`config.mk`:
```
export PLATFORM = sky130hd
export DESIGN_NAME = bus_req_arbiter_flat
export DESIGN_NICKNAME = d
export VERILOG_FILES = /design/src/rtl/bus_req_arbiter_if.sv /design/src/rtl/bus_req_arbiter.sv /design/src/flat_wrapper.sv
export SDC_FILE = /design/constraint.sdc
export NUM_CORES = 1
export LEC_CHECK = 0
export CORE_MARGIN = 5
export CORE_UTILIZATION = 30
export DETAILED_ROUTE_END_ITERATION = 7
export PLACE_DENSITY_LB_ADDON = 0.15
export SYNTH_ARGS = -nofsm -noshare
export SYNTH_HDL_FRONTEND = slang
export SYNTH_SLANG_ARGS = --single-unit
```
`constraint.sdc`:
```
create_clock -name clk -period 2.35 [get_ports clk]
set_input_delay 0.47 -clock clk [delete_from_list [all_inputs] [get_ports clk]]
set_output_delay 0.47 -clock clk [all_outputs]
set_load 0.05 [all_outputs]
```
`src/rtl/bus_req_arbiter_if.sv`:
```
`timescale 1ns/1ps
`default_nettype none
// ============================================================================
// Module   : bus_req_arbiter_if
// Brief    : Fetch, data and downstream bus signals of the request arbiter.
// Revision : 1.0 - initial release
// ============================================================================
interface bus_req_arbiter_if #(
    parameter int ADDR_WIDTH = 32,
    parameter int DATA_WIDTH = 32
);
    localparam int c_strb_width = DATA_WIDTH / 8;

    logic                    i_valid;
    logic [ADDR_WIDTH-1:0]   i_addr;
    logic [2:0]              i_size;
    logic                    i_addr_ok;
    logic                    i_data_ok;
    logic [DATA_WIDTH-1:0]   i_data;

    logic                    d_valid;
    logic [ADDR_WIDTH-1:0]   d_addr;
    logic [2:0]              d_size;
    logic [c_strb_width-1:0] d_strobe;
    logic [DATA_WIDTH-1:0]   d_wdata;
    logic                    d_addr_ok;
    logic                    d_data_ok;
    logic [DATA_WIDTH-1:0]   d_data;

    logic                    m_valid;
    logic                    m_write;
    logic [ADDR_WIDTH-1:0]   m_addr;
    logic [2:0]              m_size;
    logic [c_strb_width-1:0] m_strobe;
    logic [DATA_WIDTH-1:0]   m_wdata;
    logic                    m_addr_ok;
    logic                    m_data_ok;
    logic [DATA_WIDTH-1:0]   m_rdata;

    // Arbiter view: requester inputs and downstream responses come in
    modport slave (
        input  i_valid, i_addr, i_size,
        output i_addr_ok, i_data_ok, i_data,
        input  d_valid, d_addr, d_size, d_strobe, d_wdata,
        output d_addr_ok, d_data_ok, d_data,
        output m_valid, m_write, m_addr, m_size, m_strobe, m_wdata,
        input  m_addr_ok, m_data_ok, m_rdata
    );

    modport master (
        output i_valid, i_addr, i_size,
        input  i_addr_ok, i_data_ok, i_data,
        output d_valid, d_addr, d_size, d_strobe, d_wdata,
        input  d_addr_ok, d_data_ok, d_data,
        input  m_valid, m_write, m_addr, m_size, m_strobe, m_wdata,
        output m_addr_ok, m_data_ok, m_rdata
    );
endinterface
`default_nettype wire

```
`src/rtl/bus_req_arbiter.sv`:
```
`timescale 1ns/1ps
`default_nettype none
// ============================================================================
// Module   : bus_req_arbiter
// Brief    : Round-robin arbiter sharing one split-transaction bus between
//            instruction fetch (I) and data access (D), one transaction at once.
// Revision : 1.0 - initial release
// ============================================================================
module bus_req_arbiter #(
    parameter int ADDR_WIDTH = 32,
    parameter int DATA_WIDTH = 32
) (
    input wire               clk,
    input wire               reset,
    bus_req_arbiter_if.slave bus
);
    localparam int c_strb_width = DATA_WIDTH / 8;

    typedef enum logic [1:0] {
        S_IDLE = 2'd0,
        S_ADDR = 2'd1,
        S_DATA = 2'd2
    } state_t;

    state_t                  r_state;
    state_t                  w_state_next;
    // With one transaction in flight the current grant is also the last grant
    logic                    r_last_d;
    logic [ADDR_WIDTH-1:0]   r_m_addr;
    logic [2:0]              r_m_size;
    logic [c_strb_width-1:0] r_m_strobe;
    logic [DATA_WIDTH-1:0]   r_m_wdata;

    logic                    w_load;
    logic                    w_pick_d;
    logic                    w_addr_ack;
    logic                    w_data_ack;

    always_ff @(posedge clk or posedge reset) begin
        if (reset) begin
            r_state    <= S_IDLE;
            r_last_d   <= 1'b1;
            r_m_addr   <= '0;
            r_m_size   <= '0;
            r_m_strobe <= '0;
            r_m_wdata  <= '0;
        end else begin
            r_state <= w_state_next;
            if (w_load) begin
                r_last_d   <= w_pick_d;
                r_m_addr   <= w_pick_d ? bus.d_addr   : bus.i_addr;
                r_m_size   <= w_pick_d ? bus.d_size   : bus.i_size;
                r_m_strobe <= w_pick_d ? bus.d_strobe : '0;
                r_m_wdata  <= w_pick_d ? bus.d_wdata  : '0;
            end
        end
    end

    always_comb begin
        w_state_next = r_state;
        w_load       = 1'b0;
        w_addr_ack   = 1'b0;
        w_data_ack   = 1'b0;
        // D wins when alone, or on contention when I was served last
        w_pick_d     = bus.d_valid & (~bus.i_valid | ~r_last_d);
        case (r_state)
            S_IDLE: begin
                if (bus.i_valid | bus.d_valid) begin
                    w_load       = 1'b1;
                    w_state_next = S_ADDR;
                end
            end
            S_ADDR: begin
                if (bus.m_addr_ok) begin
                    w_addr_ack   = 1'b1;
                    w_data_ack   = bus.m_data_ok;
                    w_state_next = bus.m_data_ok ? S_IDLE : S_DATA;
                end
            end
            S_DATA: begin
                if (bus.m_data_ok) begin
                    w_data_ack   = 1'b1;
                    w_state_next = S_IDLE;
                end
            end
            default: w_state_next = S_IDLE;
        endcase
    end

    assign bus.m_valid   = (r_state == S_ADDR);
    assign bus.m_write   = |r_m_strobe;
    assign bus.m_addr    = r_m_addr;
    assign bus.m_size    = r_m_size;
    assign bus.m_strobe  = r_m_strobe;
    assign bus.m_wdata   = r_m_wdata;

    assign bus.i_addr_ok = w_addr_ack & ~r_last_d;
    assign bus.i_data_ok = w_data_ack & ~r_last_d;
    assign bus.d_addr_ok = w_addr_ack &  r_last_d;
    assign bus.d_data_ok = w_data_ack &  r_last_d;
    assign bus.i_data    = bus.m_rdata;
    assign bus.d_data    = bus.m_rdata;
endmodule
`default_nettype wire

```
`src/flat_wrapper.sv`:
```
// flat-port wrapper written by rule: the top's interface ports become plain ports
module bus_req_arbiter_flat 
#(
    parameter int ADDR_WIDTH = 32,
    parameter int DATA_WIDTH = 32
)
  (clk, reset, bus_i_valid, bus_i_addr, bus_i_size, bus_i_addr_ok, bus_i_data_ok, bus_i_data, bus_d_valid, bus_d_addr, bus_d_size, bus_d_strobe, bus_d_wdata, bus_d_addr_ok, bus_d_data_ok, bus_d_data, bus_m_valid, bus_m_write, bus_m_addr, bus_m_size, bus_m_strobe, bus_m_wdata, bus_m_addr_ok, bus_m_data_ok, bus_m_rdata);
  bus_req_arbiter_if #(.ADDR_WIDTH(ADDR_WIDTH), .DATA_WIDTH(DATA_WIDTH)) bus_i ();
  input wire clk;
  input wire reset;
  input wire logic [$bits(bus_i.i_valid)-1:0] bus_i_valid;
  input wire logic [$bits(bus_i.i_addr)-1:0] bus_i_addr;
  input wire logic [$bits(bus_i.i_size)-1:0] bus_i_size;
  output wire logic [$bits(bus_i.i_addr_ok)-1:0] bus_i_addr_ok;
  output wire logic [$bits(bus_i.i_data_ok)-1:0] bus_i_data_ok;
  output wire logic [$bits(bus_i.i_data)-1:0] bus_i_data;
  input wire logic [$bits(bus_i.d_valid)-1:0] bus_d_valid;
  input wire logic [$bits(bus_i.d_addr)-1:0] bus_d_addr;
  input wire logic [$bits(bus_i.d_size)-1:0] bus_d_size;
  input wire logic [$bits(bus_i.d_strobe)-1:0] bus_d_strobe;
  input wire logic [$bits(bus_i.d_wdata)-1:0] bus_d_wdata;
  output wire logic [$bits(bus_i.d_addr_ok)-1:0] bus_d_addr_ok;
  output wire logic [$bits(bus_i.d_data_ok)-1:0] bus_d_data_ok;
  output wire logic [$bits(bus_i.d_data)-1:0] bus_d_data;
  output wire logic [$bits(bus_i.m_valid)-1:0] bus_m_valid;
  output wire logic [$bits(bus_i.m_write)-1:0] bus_m_write;
  output wire logic [$bits(bus_i.m_addr)-1:0] bus_m_addr;
  output wire logic [$bits(bus_i.m_size)-1:0] bus_m_size;
  output wire logic [$bits(bus_i.m_strobe)-1:0] bus_m_strobe;
  output wire logic [$bits(bus_i.m_wdata)-1:0] bus_m_wdata;
  input wire logic [$bits(bus_i.m_addr_ok)-1:0] bus_m_addr_ok;
  input wire logic [$bits(bus_i.m_data_ok)-1:0] bus_m_data_ok;
  input wire logic [$bits(bus_i.m_rdata)-1:0] bus_m_rdata;
  assign bus_i.i_valid = bus_i_valid;
  assign bus_i.i_addr = bus_i_addr;
  assign bus_i.i_size = bus_i_size;
  assign bus_i_addr_ok = bus_i.i_addr_ok;
  assign bus_i_data_ok = bus_i.i_data_ok;
  assign bus_i_data = bus_i.i_data;
  assign bus_i.d_valid = bus_d_valid;
  assign bus_i.d_addr = bus_d_addr;
  assign bus_i.d_size = bus_d_size;
  assign bus_i.d_strobe = bus_d_strobe;
  assign bus_i.d_wdata = bus_d_wdata;
  assign bus_d_addr_ok = bus_i.d_addr_ok;
  assign bus_d_data_ok = bus_i.d_data_ok;
  assign bus_d_data = bus_i.d_data;
  assign bus_m_valid = bus_i.m_valid;
  assign bus_m_write = bus_i.m_write;
  assign bus_m_addr = bus_i.m_addr;
  assign bus_m_size = bus_i.m_size;
  assign bus_m_strobe = bus_i.m_strobe;
  assign bus_m_wdata = bus_i.m_wdata;
  assign bus_i.m_addr_ok = bus_m_addr_ok;
  assign bus_i.m_data_ok = bus_m_data_ok;
  assign bus_i.m_rdata = bus_m_rdata;
  bus_req_arbiter #(.ADDR_WIDTH(ADDR_WIDTH), .DATA_WIDTH(DATA_WIDTH)) u_core (.clk(clk), .reset(reset), .bus(bus_i));
endmodule
```
==> metrics.md, run 1 <==
| Metric | Value |
|---|---|
| Outcome | complete, no violations |
| Grt total ovfl | 0 |
| R2R depth | 5 |
| Sequential area share after synthesis | 51.4% |
| Vias in the first global route | 3,222 |
| CTS root buffer | clkbuf_16 |
| Post-DP HPWL | 8040 microns |
| Yosys reg bits | 74 |
| Clock share of power | 16.8% |
| FF/Latch Area | 1850 sq um |
| ANT cells | 0 |
| TritonCTS clock tree | built |
| Placed cells | 623 |
| Synthesized area | 3610 sq um |
| Core Util, Final | 47.3% |
| Minimum clock period | 2.16 ns |
| Net Count, Synth | 514 |
| Drt drc | 0 |
| Clk sinks | 74 |
| Sequential share of power | 24.0% |
| Share of cells above drive strength 1 | 6.91% |
| CTS Buffer Depth | 2 |
| Fill count | 1,162 |
| Multi-input gate area | 1150 sq um |
| Internal | 5.03 mW |
| Worst skew pair latency | 0.33 ns |
| Setup crit end kind | primary output |
| Post-Synthesis Cells | 366 |
| Overall power | 9.55 mW |
| Largest cells by area after synthesis | dfrtp_1, buf_4, a21oi_1 |
| Core ar. | 11,900 sq um |
| Peak supply drop | 0.822 mV |
| Finished Layout Cells | 639 |
| Final period utilization | 91.8% |
| Synth warn | 0 |
| Setup TNS | 0 ns |
| Largest net degree at the start of global routing | 38 |
| WL final | 11,000 microns |
| IO buf count | 188 |
| Clk_skew | 0.00589 ns |
| Synth-to-layout area growth | 56.1% |
| Routed len/inst | 17.2 microns |
| Hold WS | 0.446 ns |
| Initial antenna violation count | 0 |
| Post-synth cell types | 27 |
| Final ANT Viol Nets | 0 |
| Most frequent cells in the layout | clkdlybuf4s50_1, dfrtp_1, a21oi_1 |
| Worst setup SP type | flip-flop |
| Lkg Pwr | 2.40 nW |
| Worst Max-Slew Pin Slew | 0.549 ns |
| Share of the synthesized area in the top cell type | 50.6% |
| PD cells | 1700 nW/um^2 |
| Routability cong. | 0.755 |
| CP endpoint | bus_m_write |
| Fmax | 0.464 GHz |
| Hold violation count in the final report | 0 |
| Clk slew on worst S/H paths | 0.06 ns |
| TritonRoute pass-1 iters | 4 |
| Unrepaired setup endpoints after global routing | false |
| DR vias/cell | 4.67 |
| Die Ht | 120 microns |
| First-pass GRT wire length | 17,500 microns |
| DR vias | 2,984 |
| Starting DRT DRC Count | 109 |
| # setup viols final | 0 |
| Logic gate share of total power | 59.2% |
| Worst Setup Path Type | flip-flop to primary output |
| H-tree depth | 3 |
| WP data arrival | 1.69 ns |
| Register-to-register path setup slack | 0.77 ns |
| Sw Ratio | 47.3% |
| Rows | 40 |
| Die W | 120 microns |
| Max Cap Violations | 0 |
| Slew headroom | 63.3% |
| Initial core utilization | 30.3% |
| Origin of the worst setup path | u_core.bus.m_strobe[1] |
| Slew Viols, Final | 0 |
| Setup Buffers After CTS | 0 |
| Total GRT Usage | 15.3% |
| Commonest non-fill, non-tap cell in the layout | clkdlybuf4s50_1 |
| Fin nets | 635 |
| Number of buffers created by CTS | 9 |
| Die area | 14,300 sq um |
| Top-Level Pins | 285 |
| RR Endpoint | u_core.bus.m_strobe[2] |
| R2r startpoint | u_core.r_state[0] |
| Synth Area per Inst | 9.86 sq um |
| Peak fanout along the critical path | 3 |
| Post-CTS Hold Buffers | 0 |
| Area leader, netlist | dfrtp_1 |
| Worst EP required | 1.88 ns |
| Sw power | 4.52 mW |
| Hold WC Path Type | input pin to async pin |
## cell type report
| type | count | share of cell area (%) |
|---|---|---|
| tap | 147 | 3.27 |
| clock inverter | 4 | 1.73 |
| sequential | 74 | 32.9 |
| multi-input combinational | 202 | 20.5 |
| clock buffer | 12 | 4.55 |
| timing repair buffer | 196 | 36.8 |
| inverter | 4 | 0.289 |
## routing by layer
| metal | share of wire [%] | track usage (%) | wire (microns) |
|---|---|---|---|
| met5 | 0 | 0 | 0 |
| met4 | 0.81 | 3.72 | 89 |
| met3 | 12 | 7.96 | 1320 |
| met2 | 46 | 24.5 | 5020 |
| met1 | 42 | 18.3 | 4570 |
## power by group through the flow
stage               registers (mW)  logic [mW]  clock network [mW]
CTS                           2.30        5.73                1.66
floorplan                     4.38        1.88                   0
detailed placement            2.30        5.74                   0
finish                        2.29        5.65                1.61
global placement              2.29        5.70                   0
global route                  2.38        6.00                1.71
## through the flow
step	instance area, sq um	setup slack, ns
global route	5630	0.137
global placement	5280	0.249
CTS	5630	0.0157
floorplan	3620	0.0000322
finish	5630	0.194
detailed placement	5280	0.250
## cell usage after synthesis
cell and instances:
nor3b_1 1, inv_1 4, o211ai_1 1, mux2i_1 1
nand2_1 37, dfstp_2 1, ha_1 4, o21ai_2 1
a21o_1 1, nor2b_1 2, a22o_1 36, nor2_1 37
a21boi_4 1, buf_6 3, buf_2 12, nor3_1 2
and3_1 1, buf_4 65, and2_1 1, dfrtp_1 73
a21oi_1 71, clkbuf_1 6, o21a_1 1, or4_1 1
a211oi_1 1, o32a_1 1, a21bo_2 1
## cells by family (layout without fill, tap and decap cells)
kind of cell | count (synthesis) | count (layout) | synth area share (%)
flops | 74 | 74 | 51.4
compound gates | 115 | 115 | 20.7
mux | 1 | 1 | 0.277
fa+ha+maj | 4 | 4 | 1.39
buf+inv | 90 | 216 | 17.2
simple gates | 82 | 82 | 9.08
## critical path: stages, from the launching register on
cell and delay (ns):
dfrtp_1 0.39, or4_1 0.53, dlygate4sd2_1 0.44
## sequential cells by signal, summed over array words and instances, names as in the netlist
name	flops
u_core.r_last_d	1
u_core.bus.m_size	3
u_core.bus.m_addr	32
u_core.r_state	2
u_core.bus.m_strobe	4
u_core.bus.m_wdata	32
## timing repair
item	4_1_cts	5_1_grt
resized for setup	1	1
setup endpoints to repair	1	1
cloned	0	0
## how the worst min path moves through the flow
stage                           start                endpoint  slack [ns]  cells past startpoint
4_1_cts                         reset  u_core.bus.m_wdata[14]        0.45                      2
3_3_place_gp    u_core.bus.m_wdata[3]   u_core.bus.m_wdata[3]        0.49                      1
2_1_floorplan       u_core.r_state[0]       u_core.r_state[0]        0.53                      1
5_1_grt                         reset   u_core.bus.m_wdata[5]        0.47                      2
3_5_place_dp   u_core.bus.m_wdata[17]  u_core.bus.m_wdata[17]        0.49                      1
6_report                        reset  u_core.bus.m_wdata[14]        0.45                      2
(Power assumes the default switching activity.)
==> run 2, diff against run 1 <==
--- a/config.mk
+++ b/config.mk
@@ -5,7 +5,6 @@
 export SDC_FILE = /design/constraint.sdc
 export NUM_CORES = 1
 export LEC_CHECK = 0
-export CORE_MARGIN = 5
 export CORE_UTILIZATION = 30
 export DETAILED_ROUTE_END_ITERATION = 7
 export PLACE_DENSITY_LB_ADDON = 0.15
==> metrics.md, run 2 (synthesis results as in run 1) <==
| Metric | Value |
|---|---|
| Outcome | complete, but fails checks |
| Failing checks | design-rule violations |
| Rows | 39 (-2.5%) |
| Initial core utilization | 31.2% (+0.91 points) |
| CTS Buffer Depth | 2 (unchanged) |
| TritonCTS clock tree | built |
| Peak fanout along the critical path | 3 (unchanged) |
| Core ar. | 11,600 sq um (-2.9%) |
| Setup TNS | 0 ns (unchanged) |
| Post-CTS Hold Buffers | 0 (unchanged) |
| Commonest non-fill, non-tap cell in the layout | clkdlybuf4s50_1 |
| WL final | 9920 microns (-9.9%) |
| Worst Setup Path Type | flip-flop to primary output |
| Post-route setup slack | 0.188 ns (-0.00509 ns) |
| CTS root buffer | clkbuf_16 |
| Sequence of cells on the critical path | or4_1, dlygate4sd2_1 |
| Die area | 12,500 sq um (-13%) |
| Starting DRT DRC Count | 147 (+35%) |
| Origin of the worst setup path | u_core.bus.m_strobe[1] |
| IO buf count | 188 (unchanged) |
| Placed cells | 619 (-0.64%) |
| Unrepaired setup endpoints after global routing | false |
| Area after DPL | 5260 sq um (-0.33%) |
| Hold violation count in the final report | 0 (unchanged) |
| Largest net degree at the start of global routing | 38 (unchanged) |
| # setup viols final | 0 (unchanged) |
| Finished Layout Cells | 635 (-0.63%) |
| Layout Cell Area excl Fill | 5530 sq um (-1.8%) |
| Lkg Pwr | 2.35 nW (-2.2%) |
| Clk slew on worst S/H paths | 0.06 ns (about the same) |
| Worst EP required | 1.88 ns (about the same) |
| CP endpoint | bus_m_write |
| Share of cells above drive strength 1 | 6.91% (unchanged) |
| Largest stage delay on the critical path | 0.53 ns (about the same) |
| Peak supply drop | 0.850 mV (+3.5%) |
| Fmax | 0.463 GHz (-0.24%) |
| R2r startpoint | u_core.r_state[0] |
| Clk_skew | 0.00510 ns (-0.000792 ns) |
| TritonRoute pass-1 iters | 6 (+2) |
| Final ANT Viol Nets | 0 (unchanged) |
| Drt drc | 20 (+20) |
| Setup Buffers After CTS | 0 (unchanged) |
| Routed len/inst | 15.6 microns (-9.3%) |
| First-pass GRT wire length | 16,000 microns (-9.0%) |
| Die Ht | 112 microns (-6.7%) |
| Vias in the first global route | 3,100 (-3.8%) |
| Clk sinks | 74 (unchanged) |
| Grt total ovfl | 0 (unchanged) |
| Core Util, Final | 47.8% (+0.56 points) |
| PD cells | 1660 nW/um^2 (-2.2%) |
| Number of buffers created by CTS | 9 (unchanged) |
| Final period utilization | 92.0% (+0.22 points) |
| Fin nets | 635 (unchanged) |
| H-tree depth | 3 (unchanged) |
| DR vias | 2,990 (+0.20%) |
| FF/Latch Area | 1850 sq um (unchanged) |
| Setup crit end kind | primary output |
| Worst Max-Slew Pin Slew | 0.563 ns (+0.0139 ns) |
| RR Endpoint | u_core.bus.m_wdata[21] |
| Fill count | 1,102 (-5.2%) |
| ANT cells | 0 (unchanged) |
| Hold WC Path Type | input pin to async pin |
| Post-DP HPWL | 7080 microns (-12%) |
| Multi-input gate area | 1150 sq um (unchanged) |
| Die W | 112 microns (-6.7%) |
| Initial antenna violation count | 0 (unchanged) |
| Synth-to-layout area growth | 53.3% |
| Most frequent cells in the layout | clkdlybuf4s50_1, dfrtp_1, a21oi_1 |
| Minimum clock period | 2.16 ns (+0.00509 ns) |
| Setup WS pre-CTS | 0.248 ns (-0.00196 ns) |
| Max Cap Violations | 0 (unchanged) |
| Register-to-register path setup slack | 0.76 ns (about the same) |
| Total GRT Usage | 16.3% (+0.99 points) |
| Critical path's slowest cell | or4_1 |
| Worst setup SP type | flip-flop |
| Worst skew pair latency | 0.33 ns (about the same) |
| WP data arrival | 1.69 ns (about the same) |
| Slew headroom | 62.3% (-0.93 points) |
| Slew Viols, Final | 0 (unchanged) |
| R2R depth | 5 (unchanged) |
| Routability cong. | 0.751 (-0.52%) |
| DR vias/cell | 4.71 (+0.83%) |
| Top-Level Pins | 285 (unchanged) |
-- run 2: worst min path at each step --
stage                      startpoint                      to  slack, ns  cells past startpoint
2_1_floorplan       u_core.r_state[0]       u_core.r_state[0]       0.53                      1
3_3_place_gp   u_core.bus.m_wdata[27]  u_core.bus.m_wdata[27]       0.49                      1
3_5_place_dp   u_core.bus.m_wdata[17]  u_core.bus.m_wdata[17]       0.49                      1
4_1_cts                         reset  u_core.bus.m_wdata[17]       0.47                      2
5_1_grt                         reset  u_core.bus.m_wdata[17]       0.50                      2
6_report                        reset  u_core.bus.m_strobe[2]       0.47                      2
-- run 2: where the power goes --
group	leakage, nW	internal, mW	switching (mW)
logic	1.33	2.01	3.63
clock network	0.121	0.714	0.538
registers	0.895	1.92	0.366
-- run 2: what timing repair did --
| action | in CTS | in global routing |
|---|---|---|
| setup endpoints to repair | 1 | 1 |
| pin swaps | 0 | 0 |
| resized for setup | 1 | 1 |
-- run 2: area by class of cell --
cell class | instances | share of cell area, %
clock buffer | 10 | 4.14
clock inverter | 6 | 0.791
inverter | 4 | 0.294
multi-input combinational | 202 | 20.9
sequential | 74 | 33.5
tap | 143 | 3.23
timing repair buffer | 196 | 37.2
-- run 2: layer usage --
metal	wire [microns]	share of wire, %	global-route usage, %
met5	0	0	0
met4	186	1.9	7.30
met3	1110	11	6.26
met2	4490	45	25.9
met1	4130	42	19.7
-- run 2: stage by stage --
stage / power [mW] / hold WS (ns)
global placement: 7.97 / 0.486
CTS: 9.30 / 0.467
finish: 9.18 / 0.470
detailed placement: 8.01 / 0.491
floorplan: 6.26 / 0.528
global route: 9.69 / 0.497
-- run 2: worst max-delay path: cells and delay by family, from the launching register on --
kind / cells / cell delay, ns
AND/OR/NAND/NOR: 1 / 0.53
buffers and inverters: 1 / 0.44
flip-flops: 1 / 0.39
==> run 3, diff against run 2 <==
--- a/config.mk
+++ b/config.mk
@@ -5,6 +5,7 @@
 export SDC_FILE = /design/constraint.sdc
 export NUM_CORES = 1
 export LEC_CHECK = 0
+export CORE_MARGIN = 2
 export CORE_UTILIZATION = 30
 export DETAILED_ROUTE_END_ITERATION = 7
 export PLACE_DENSITY_LB_ADDON = 0.15
==> metrics.md, run 3 (synthesis results as in run 1) <==
| Metric | Value |
|---|---|
| Total GRT Usage | 15.9% (-0.46 points) |
| Starting DRT DRC Count | 98 (-33%) |
| Worst skew pair latency | 0.33 ns (about the same) |
| Setup crit end kind | primary output |
| Worst EP required | 1.88 ns (about the same) |
| Register-to-register path setup slack | 0.75 ns (about the same) |
| Vias in the first global route | 3,225 (+4.0%) |
| WP data arrival | 1.69 ns (about the same) |
| DR vias/cell | 4.79 (+1.7%) |
| Unrepaired setup endpoints after global routing | false |
| Top-Level Pins | 285 (unchanged) |
| Post-CTS Hold Buffers | 0 (unchanged) |
| Clk_skew | 0.00562 ns (+0.000526 ns) |
| CTS root buffer | clkbuf_16 |
| Routability cong. | 0.773 (+2.9%) |
| Post-DP HPWL | 7180 microns (+1.5%) |
| Fill count | 1,154 (+4.7%) |
| Synth-to-layout area growth | 53.4% (about the same) |
| Commonest non-fill, non-tap cell in the layout | clkdlybuf4s50_1 |
| Setup TNS | 0 ns (unchanged) |
| Number of buffers created by CTS | 9 (unchanged) |
| Die W | 114 microns (+1.8%) |
| R2r startpoint | u_core.r_state[0] |
| Sequence of cells on the critical path | or4_1, dlygate4sd2_1 |
| H-tree depth | 3 (unchanged) |
| RR Endpoint | u_core.bus.m_wdata[27] |
| Routed len/inst | 16.0 microns (+2.5%) |
| Largest stage delay on the critical path | 0.53 ns (about the same) |
| Hold violation count in the final report | 0 (unchanged) |
| IO buf count | 188 (unchanged) |
| Kind of cell adding the most delay to the critical path | simple AND/OR/NAND/NOR gates |
| Slew headroom | 63.7% (+1.4 points) |
| Fin nets | 635 (unchanged) |
| Clk sinks | 74 (unchanged) |
| Hold Path Sink | u_core.bus.m_wdata[22] |
| R2R depth | 5 (unchanged) |
| Final ANT Viol Nets | 0 (unchanged) |
| Overall power | 9.25 mW (+0.83%) |
| Rows | 40 (+2.6%) |
| Most frequent cells in the layout | clkdlybuf4s50_1, dfrtp_1, a21oi_1 |
| Final period utilization | 91.9% (-0.12 points) |
| Slew Viols, Final | 0 (unchanged) |
| WL final | 10,200 microns (+2.9%) |
| Lkg Pwr | 2.37 nW (+0.85%) |
| Worst setup SP type | flip-flop |
| ANT cells | 0 (unchanged) |
| Core ar. | 11,900 sq um (+2.6%) |
| CTS Buffer Depth | 2 (unchanged) |
| Clk slew on worst S/H paths | 0.06 ns (about the same) |
| Die Ht | 114 microns (+1.8%) |
| Buf/Inv on CP | 1 (unchanged) |
| Max Cap Violations | 0 (unchanged) |
| Initial core utilization | 30.4% (-0.78 points) |
| Peak fanout along the critical path | 3 (unchanged) |
| First-pass GRT wire length | 16,200 microns (+1.5%) |
| Worst Max-Slew Pin Slew | 0.542 ns (-0.0207 ns) |
| Die area | 12,900 sq um (+3.6%) |
| Setup Buffers After CTS | 0 (unchanged) |
| Critical path's slowest cell | or4_1 |
| Largest net degree at the start of global routing | 42 (+11%) |
| Drt drc | 0 (-100%) |
| # setup viols final | 0 (unchanged) |
| Hold_sp | u_core.bus.m_wdata[22] |
| Minimum clock period | 2.16 ns (-0.00282 ns) |
| Fmax | 0.463 GHz (+0.13%) |
| TritonCTS clock tree | built |
| Worst Hold Depth | 1 |
| Hold WC Path Type | flip-flop to flip-flop |
| Outcome | complete, no violations |
| Initial antenna violation count | 0 (unchanged) |
| TritonRoute pass-1 iters | 4 (-2) |
| DR vias | 3,054 (+2.1%) |
| PD cells | 1670 nW/um^2 (+0.78%) |
| Worst Setup Path Type | flip-flop to primary output |
| Peak supply drop | 0.766 mV (-9.9%) |
| Grt total ovfl | 0 (unchanged) |
| Share of cells above drive strength 1 | 6.92% (+0.014 points) |
-- run 3: cell count changes in the layout (fill, tap and decap cells not counted) --
| cell | change |
|---|---|
| clkinv_2 | +2 |
| bufinv_16 | +1 |
| inv_2 | +1 |
| clkbuf_1 | -1 |
| buf_12 | -1 |
| buf_4 | +1 |
| clkinvlp_4 | -4 |
-- run 3: how the worst max path moves through the flow --
stage,start,endpoint,slack [ns],cells past startpoint
floorplan,reset,u_core.bus.m_addr[0],0.00003,1
global placement,u_core.bus.m_strobe[1],bus_m_write,0.25,2
detailed placement,u_core.bus.m_strobe[1],bus_m_write,0.25,2
CTS,u_core.r_state[1],bus_m_valid,0.02,3
global route,u_core.bus.m_strobe[1],bus_m_write,0.15,2
finish,u_core.bus.m_strobe[1],bus_m_write,0.19,2
-- run 3: per-stage QoR --
stage / hold slack (ns) / instance area [sq um] / utilization (%) / cells / worst slack [ns]
after floorplan: 0.528 / 3620 / - / 366 / 0.0000322
after global placement: 0.487 / 5250 / 44.3 / 623 / 0.250
after detailed placement: 0.491 / 5250 / 44.3 / 623 / 0.253
after CTS: 0.513 / 5530 / 46.6 / 638 / 0.0157
after global routing: 0.528 / 5540 / 46.7 / 638 / 0.146
final: 0.509 / 5540 / 46.7 / 638 / 0.191
-- run 3: area by class of cell --
| cell class | count | area [sq um] | area share (%) |
|---|---|---|---|
| well taps | 147 | 184 | 3.32 |
| multi-input cells | 202 | 1150 | 20.8 |
| repair buffers | 196 | 2050 | 37.0 |
| clock buffers | 9 | 225 | 4.07 |
| clock inverters | 6 | 58.8 | 1.06 |
| inverters | 4 | 15.0 | 0.271 |
| flip-flops and latches | 74 | 1850 | 33.5 |
-- run 3: routing by layer --
metal	up-vias	global-route usage, %	part of all wire (%)
met4	0	6.59	1.8
met3	14	6.00	11
li1	1425	-	-
met2	176	25.1	44
met5	-	0	0
met1	1439	19.6	43
-- run 3: report_power, final --
| part | internal, mW | leakage [nW] | switching, mW |
|---|---|---|---|
| Sequential | 1.92 | 0.895 | 0.375 |
| Clock | 0.809 | 0.145 | 0.512 |
| Combinational | 2.00 | 1.33 | 3.63 |
| Total | 4.74 | 2.37 | 4.51 |
-- run 3: what timing repair did --
action / in CTS / in global routing
gates resized for setup: 1 / 1
setup endpoints to repair: 1 / 1
endpoints found under the hold margin: 0 / 0
